===== src/rtl/activation_pla.sv =====
// Multi-mode fixed-point activation unit: latches an N-element vector on start
// and applies sigmoid / ReLU / sigmoid-derivative / passthrough, LANES elements per cycle.
module activation_pla #(
  parameter int W     = 16,
  parameter int F     = 11,
  parameter int N     = 2,
  parameter int LANES = 1
) (
  input  logic           clk,
  input  logic           rst_n,
  input  logic [W*N-1:0] x,
  input  logic           start,
  input  logic [1:0]     mode,
  output logic [W*N-1:0] y,
  output logic           done,
  output logic           busy
);

  localparam int K  = N / LANES;
  localparam int CW = (K > 1) ? $clog2(K) : 1;

  // Breakpoints and offsets of the piecewise-linear sigmoid, all in Q.F
  localparam logic [W-1:0] C_ONE  = W'(32'd1) << F;
  localparam logic [W-1:0] C_FIVE = W'(32'd5) << F;
  localparam logic [W-1:0] C_B2   = W'(32'd19) << (F - 3);
  localparam logic [W-1:0] C_O2   = W'(32'd27) << (F - 5);
  localparam logic [W-1:0] C_O1   = W'(32'd5) << (F - 3);
  localparam logic [W-1:0] C_O0   = W'(32'd1) << (F - 1);
  localparam logic [W-1:0] C_MAX  = {1'b0, {(W-1){1'b1}}};
  localparam logic [W-1:0] C_MIN  = {1'b1, {(W-1){1'b0}}};

  typedef enum logic [1:0] {S_IDLE = 2'd0, S_RUN = 2'd1, S_DONE = 2'd2} state_t;

  state_t           r_state;
  state_t           w_state_nxt;
  logic [W*N-1:0]   r_x;
  logic [1:0]       r_mode;
  logic [CW-1:0]    r_cnt;
  logic [W*N-1:0]   r_y;
  logic             r_done;
  logic             r_busy;
  logic             w_load;
  logic             w_write;
  logic             w_last;
  logic             w_done_nxt;
  logic             w_busy_nxt;
  logic [W-1:0]     w_lane_y [LANES];

  function automatic logic [W-1:0] f_sigmoid(input logic [W-1:0] v);
    logic [W-1:0] a;
    logic [W-1:0] s;
    if (v == C_MIN) a = C_MAX;
    else if (v[W-1]) a = -v;
    else a = v;
    if (a >= C_FIVE) s = C_ONE;
    else if (a >= C_B2) s = (a >> 3'd5) + C_O2;
    else if (a >= C_ONE) s = (a >> 3'd3) + C_O1;
    else s = (a >> 3'd2) + C_O0;
    return v[W-1] ? (C_ONE - s) : s;
  endfunction

  function automatic logic [W-1:0] f_act(input logic [W-1:0] v, input logic [1:0] m);
    logic [W-1:0]   s;
    logic [2*W-1:0] p;
    s = f_sigmoid(v);
    p = {{W{1'b0}}, s} * {{W{1'b0}}, C_ONE - s};
    case (m)
      2'b00:   return s;
      2'b01:   return v[W-1] ? {W{1'b0}} : v;
      2'b10:   return p[F +: W];
      2'b11:   return v;
      default: return v;
    endcase
  endfunction

  // State register
  always_ff @(posedge clk or negedge rst_n) begin
    if (!rst_n) r_state <= S_IDLE;
    else        r_state <= w_state_nxt;
  end

  // Next-state logic
  always_comb begin
    w_last      = (r_cnt == CW'(K - 1));
    w_state_nxt = r_state;
    case (r_state)
      S_IDLE:  w_state_nxt = start ? S_RUN : S_IDLE;
      S_RUN:   w_state_nxt = w_last ? S_DONE : S_RUN;
      S_DONE:  w_state_nxt = start ? S_RUN : S_IDLE;
      default: w_state_nxt = S_IDLE;
    endcase
  end

  // Control and next-output decode
  always_comb begin
    w_load     = start && ((r_state == S_IDLE) || (r_state == S_DONE));
    w_write    = (r_state == S_RUN);
    w_busy_nxt = (w_state_nxt == S_RUN);
    w_done_nxt = (w_state_nxt == S_DONE);
  end

  // Per-lane activation of the current group
  always_comb begin
    for (int l = 0; l < LANES; l++) begin
      w_lane_y[l] = f_act(r_x[W*(int'(r_cnt)*LANES + l) +: W], r_mode);
    end
  end

  // Datapath: operand latch, group counter, result vector and status flags
  always_ff @(posedge clk or negedge rst_n) begin
    if (!rst_n) begin
      r_x    <= '0;
      r_mode <= 2'b00;
      r_cnt  <= '0;
      r_y    <= '0;
      r_done <= 1'b0;
      r_busy <= 1'b0;
    end else begin
      if (w_load) begin
        r_x    <= x;
        r_mode <= mode;
        r_cnt  <= '0;
      end else if (w_write) begin
        r_cnt  <= r_cnt + CW'(1);
      end
      for (int l = 0; l < LANES; l++) begin
        if (w_write) r_y[W*(int'(r_cnt)*LANES + l) +: W] <= w_lane_y[l];
      end
      r_done <= w_done_nxt;
      r_busy <= w_busy_nxt;
    end
  end

  assign y    = r_y;
  assign done = r_done;
  assign busy = r_busy;

endmodule


===== config.mk =====
export PLATFORM = sky130hd
export DESIGN_NAME = activation_pla
export DESIGN_NICKNAME = d
export VERILOG_FILES = /design/src/rtl/activation_pla.sv
export SDC_FILE = /design/constraint.sdc
export NUM_CORES = 1
export LEC_CHECK = 0
export CORE_ASPECT_RATIO = 1.1
export CORE_MARGIN = 2
export CORE_UTILIZATION = 60
export CTS_BUF_LIST = sky130_fd_sc_hd__clkbuf_4
export DETAILED_ROUTE_END_ITERATION = 6
export DONT_BUFFER_PORTS = 1
export PLACE_DENSITY = 0.79
export SETUP_SLACK_MARGIN = 0.2
export SLEW_MARGIN = 5
export SYNTH_ARGS = -nofsm -noshare
export SYNTH_HDL_FRONTEND = slang
export SYNTH_SLANG_ARGS = --single-unit

===== constraint.sdc =====
create_clock -name clk -period 14 [get_ports clk]
set_input_delay 2.8 -clock clk [delete_from_list [all_inputs] [get_ports clk]]
set_output_delay 2.8 -clock clk [all_outputs]
set_load 0.1 [all_outputs]

==> flow_summary.yaml <==
status:
  status: "complete, no violations"
place:
  gp_congestion: 0.936
  numPortBuffers: 0
  dp_hpwl_um: 24400
detailed_routing:
  drt_iter0_drc: 580
  drc: 0
  routed_wl_um: 30300
  drtPass1Iterations: 5
  viasPerCell: 5.78
  num_vias: 9383
  ant_nets: 0
  wire_per_inst_um: 18.7
global_route:
  grt_max_degree: 72
  grt_usage: 0.294
  grt.busiest_layer: "met2"
  grt_pass1_wl_um: 50300
  gr-usage-met1: 0.387
  gr-usage-met3: 0.0505
  grt_pass1_vias: 9947
  antenna_found_initial: 1
  overflow: 0
  met2_usage: 0.489
cts:
  clockBufferDepth: 2
  clk_pin_slew_ns: 0.12
  tritoncts: "yes"
  hold_buffers: 0
  cts_buffers: 9
  cts_root_buffer: "clkbuf_4"
  clkSinkCount: 71
  worst_skew_pair.late_latency_ns: 0.43
  cts-htree-levels: 3
die:
  die_area_mm2: 0.0216
  core_mm2: 0.0199
  start_util: 0.616
  die_w_um: 140
  dieHeight_um: 154
  io_pins: 71
  rows: 54
logic_synthesis:
  yosysWarnings: 0
  ys_async_sr_fraction: 1.00
  yosys_register_bits: 71
  synth_cells: 1348
  synth_edf_count: 0
  synth_mux_area_frac: 0.0571
  synthDistinctLibCells: 84
  synth-compound-area-share: 0.0966
  synth-adder-area-share: 0.396
  synth_ff_type: "dfrtp_1"
  netlist_area_mm2: 0.0123
  synth_xor_area_frac: 0.0303
  yosys.area_share.simple: 0.180
  syn_area_per_cell_um2: 9.11
  yosysSeqAreaShare: 0.145
  synth_top_family_by_area: "adder cells"
sta:
  min_period_ns: 13.13
  setup_violations: 0
  rsz0062_at_grt: "false"
  timing.fmax_mhz: 76.2
  hold_violations: 0
  tns_ns: 0
  drv_slew: 0
  period_share: 0.938
  worst_pin_slew_ns: 0.991
  relSlewSlack: 0.340
  fin_skew_ns: 0.0142
finish:
  area_growth_pct: 5.17
  drive_gt1_frac: 0.100
  fin_nets: 1679
  fill_cells: 1590
  final_cell_mix: "inv_1 (237), fa_1 (185), nand2_1 (116)"
  final_common_cell: "inv_1"
worst_setup_path:
  crit_path_max_fanout: 13
  reg2reg_slack_ns: 0.87
  crit_slowest_cell: "fa_1"
  r2r_end: "y[15]"
  crit_path_max_incr_delay_ns: 0.56
  reg2reg_from: "r_cnt"
  worstSetupStartpoint: "r_cnt"
  critPathKind: "flip-flop to flip-flop"
  startpoint_type: "flip-flop"
  required_ns: 14.37
  worst_ep_arrival_time_ns: 13.50
  cp_common_cell: "fa_1"
  endpoint_kind: "flip-flop"
  reg2reg_depth: 51
  worstSetupEndpoint: "y[15]"
run:
  maxCapViolCount: 0
worst_hold_path:
  hp-class: "flip-flop to flip-flop"
layer usage:
layer	part of all wire	wire length, um
met4	0.039	1170
met2	0.48	14500
met5	0	0
met1	0.41	12500
met3	0.070	2130
final cells by class:
| type | count | area [um2] | area share |
|---|---|---|---|
| Tap cell | 252 | 315 | 0.0244 |
| Inverter | 245 | 921 | 0.0713 |
| Antenna cell | 1 | 2.50 | 0.000194 |
| Multi-Input combinational cell | 1011 | 9560 | 0.741 |
| Sequential cell | 71 | 1780 | 0.138 |
| Timing Repair Buffer | 26 | 195 | 0.0151 |
| Clock inverter | 6 | 61.3 | 0.00475 |
| Clock buffer | 10 | 75.1 | 0.00581 |
Yosys cell counts, types with 12 or more instances:
cell / count / area (um2)
a21o_1: 12 / 90.1
a21oi_1: 27 / 135
and2_1: 16 / 100
clkbuf_1: 44 / 165
dfrtp_1: 71 / 1780
fa_1: 185 / 3700
ha_1: 93 / 1160
inv_1: 237 / 890
mux2_2: 37 / 417
mux2i_1: 27 / 270
nand2_1: 116 / 435
nand2b_1: 89 / 557
nand3_1: 17 / 85.1
nor2_1: 75 / 282
nor2b_1: 20 / 125
nor3_1: 20 / 100
o21ai_0: 35 / 175
or2_2: 21 / 131
or3_1: 15 / 93.8
xnor2_1: 26 / 228
through the flow:
stage	setup WS (ns)	hold WS (ns)	instances	util	area, um2
floorplan	0.248	0.494	1384	-	12400
detailed placement	0.384	0.514	1599	0.636	12700
CTS	0.339	0.539	1615	0.643	12800
global route	0.203	0.577	1622	0.648	12900
finish	0.871	0.539	1622	0.648	12900
global placement	0.775	0.508	1599	0.636	12700
kinds of logic (layout without fill, tap and decap cells):
logic type	after synthesis	after routing
other cells	2	39
fa+ha+maj	278	278
simple gates	426	426
xor+xnor	39	39
compound gates	165	165
buf+inv	302	287
flops	71	71
mux	65	65
what timing repair did:
action | in CTS | in global routing
gates resized for setup | 0 | 10
setup endpoints to repair | 0 | 14
buffers inserted | 0 | 6
worst max-delay path, delay by kind of cell, from the launching register on:
| kind | cells | cell delay, ns |
|---|---|---|
| flops | 1 | 0.47 |
| buf+inv | 7 | 0.84 |
| fa+ha+maj | 11 | 4.44 |
| simple gates | 12 | 2.50 |
| compound gates | 17 | 3.81 |
| mux | 3 | 0.79 |
| xor+xnor | 1 | 0.22 |
worst min-delay path by stage:
| stage | startpoint | cells past startpoint | endpoint |
|---|---|---|---|
| after floorplan | r_x[14] | 1 | r_x[14] |
| after global placement | r_x[30] | 1 | r_x[30] |
| after detailed placement | r_x[30] | 1 | r_x[30] |
| after CTS | r_x[30] | 1 | r_x[30] |
| after global routing | r_x[30] | 1 | r_x[30] |
| final | r_x[30] | 1 | r_x[30] |
sequential cells by signal (all words and copies together), names as in the netlist:
signal and count:
done 1, r_state 2, r_x 32, r_cnt 1, y 32, r_mode 2, busy 1
Power is left out: the tool's default activity adds up to more than one toggle a clock period on the data nets, which glitch-free logic cannot reach.
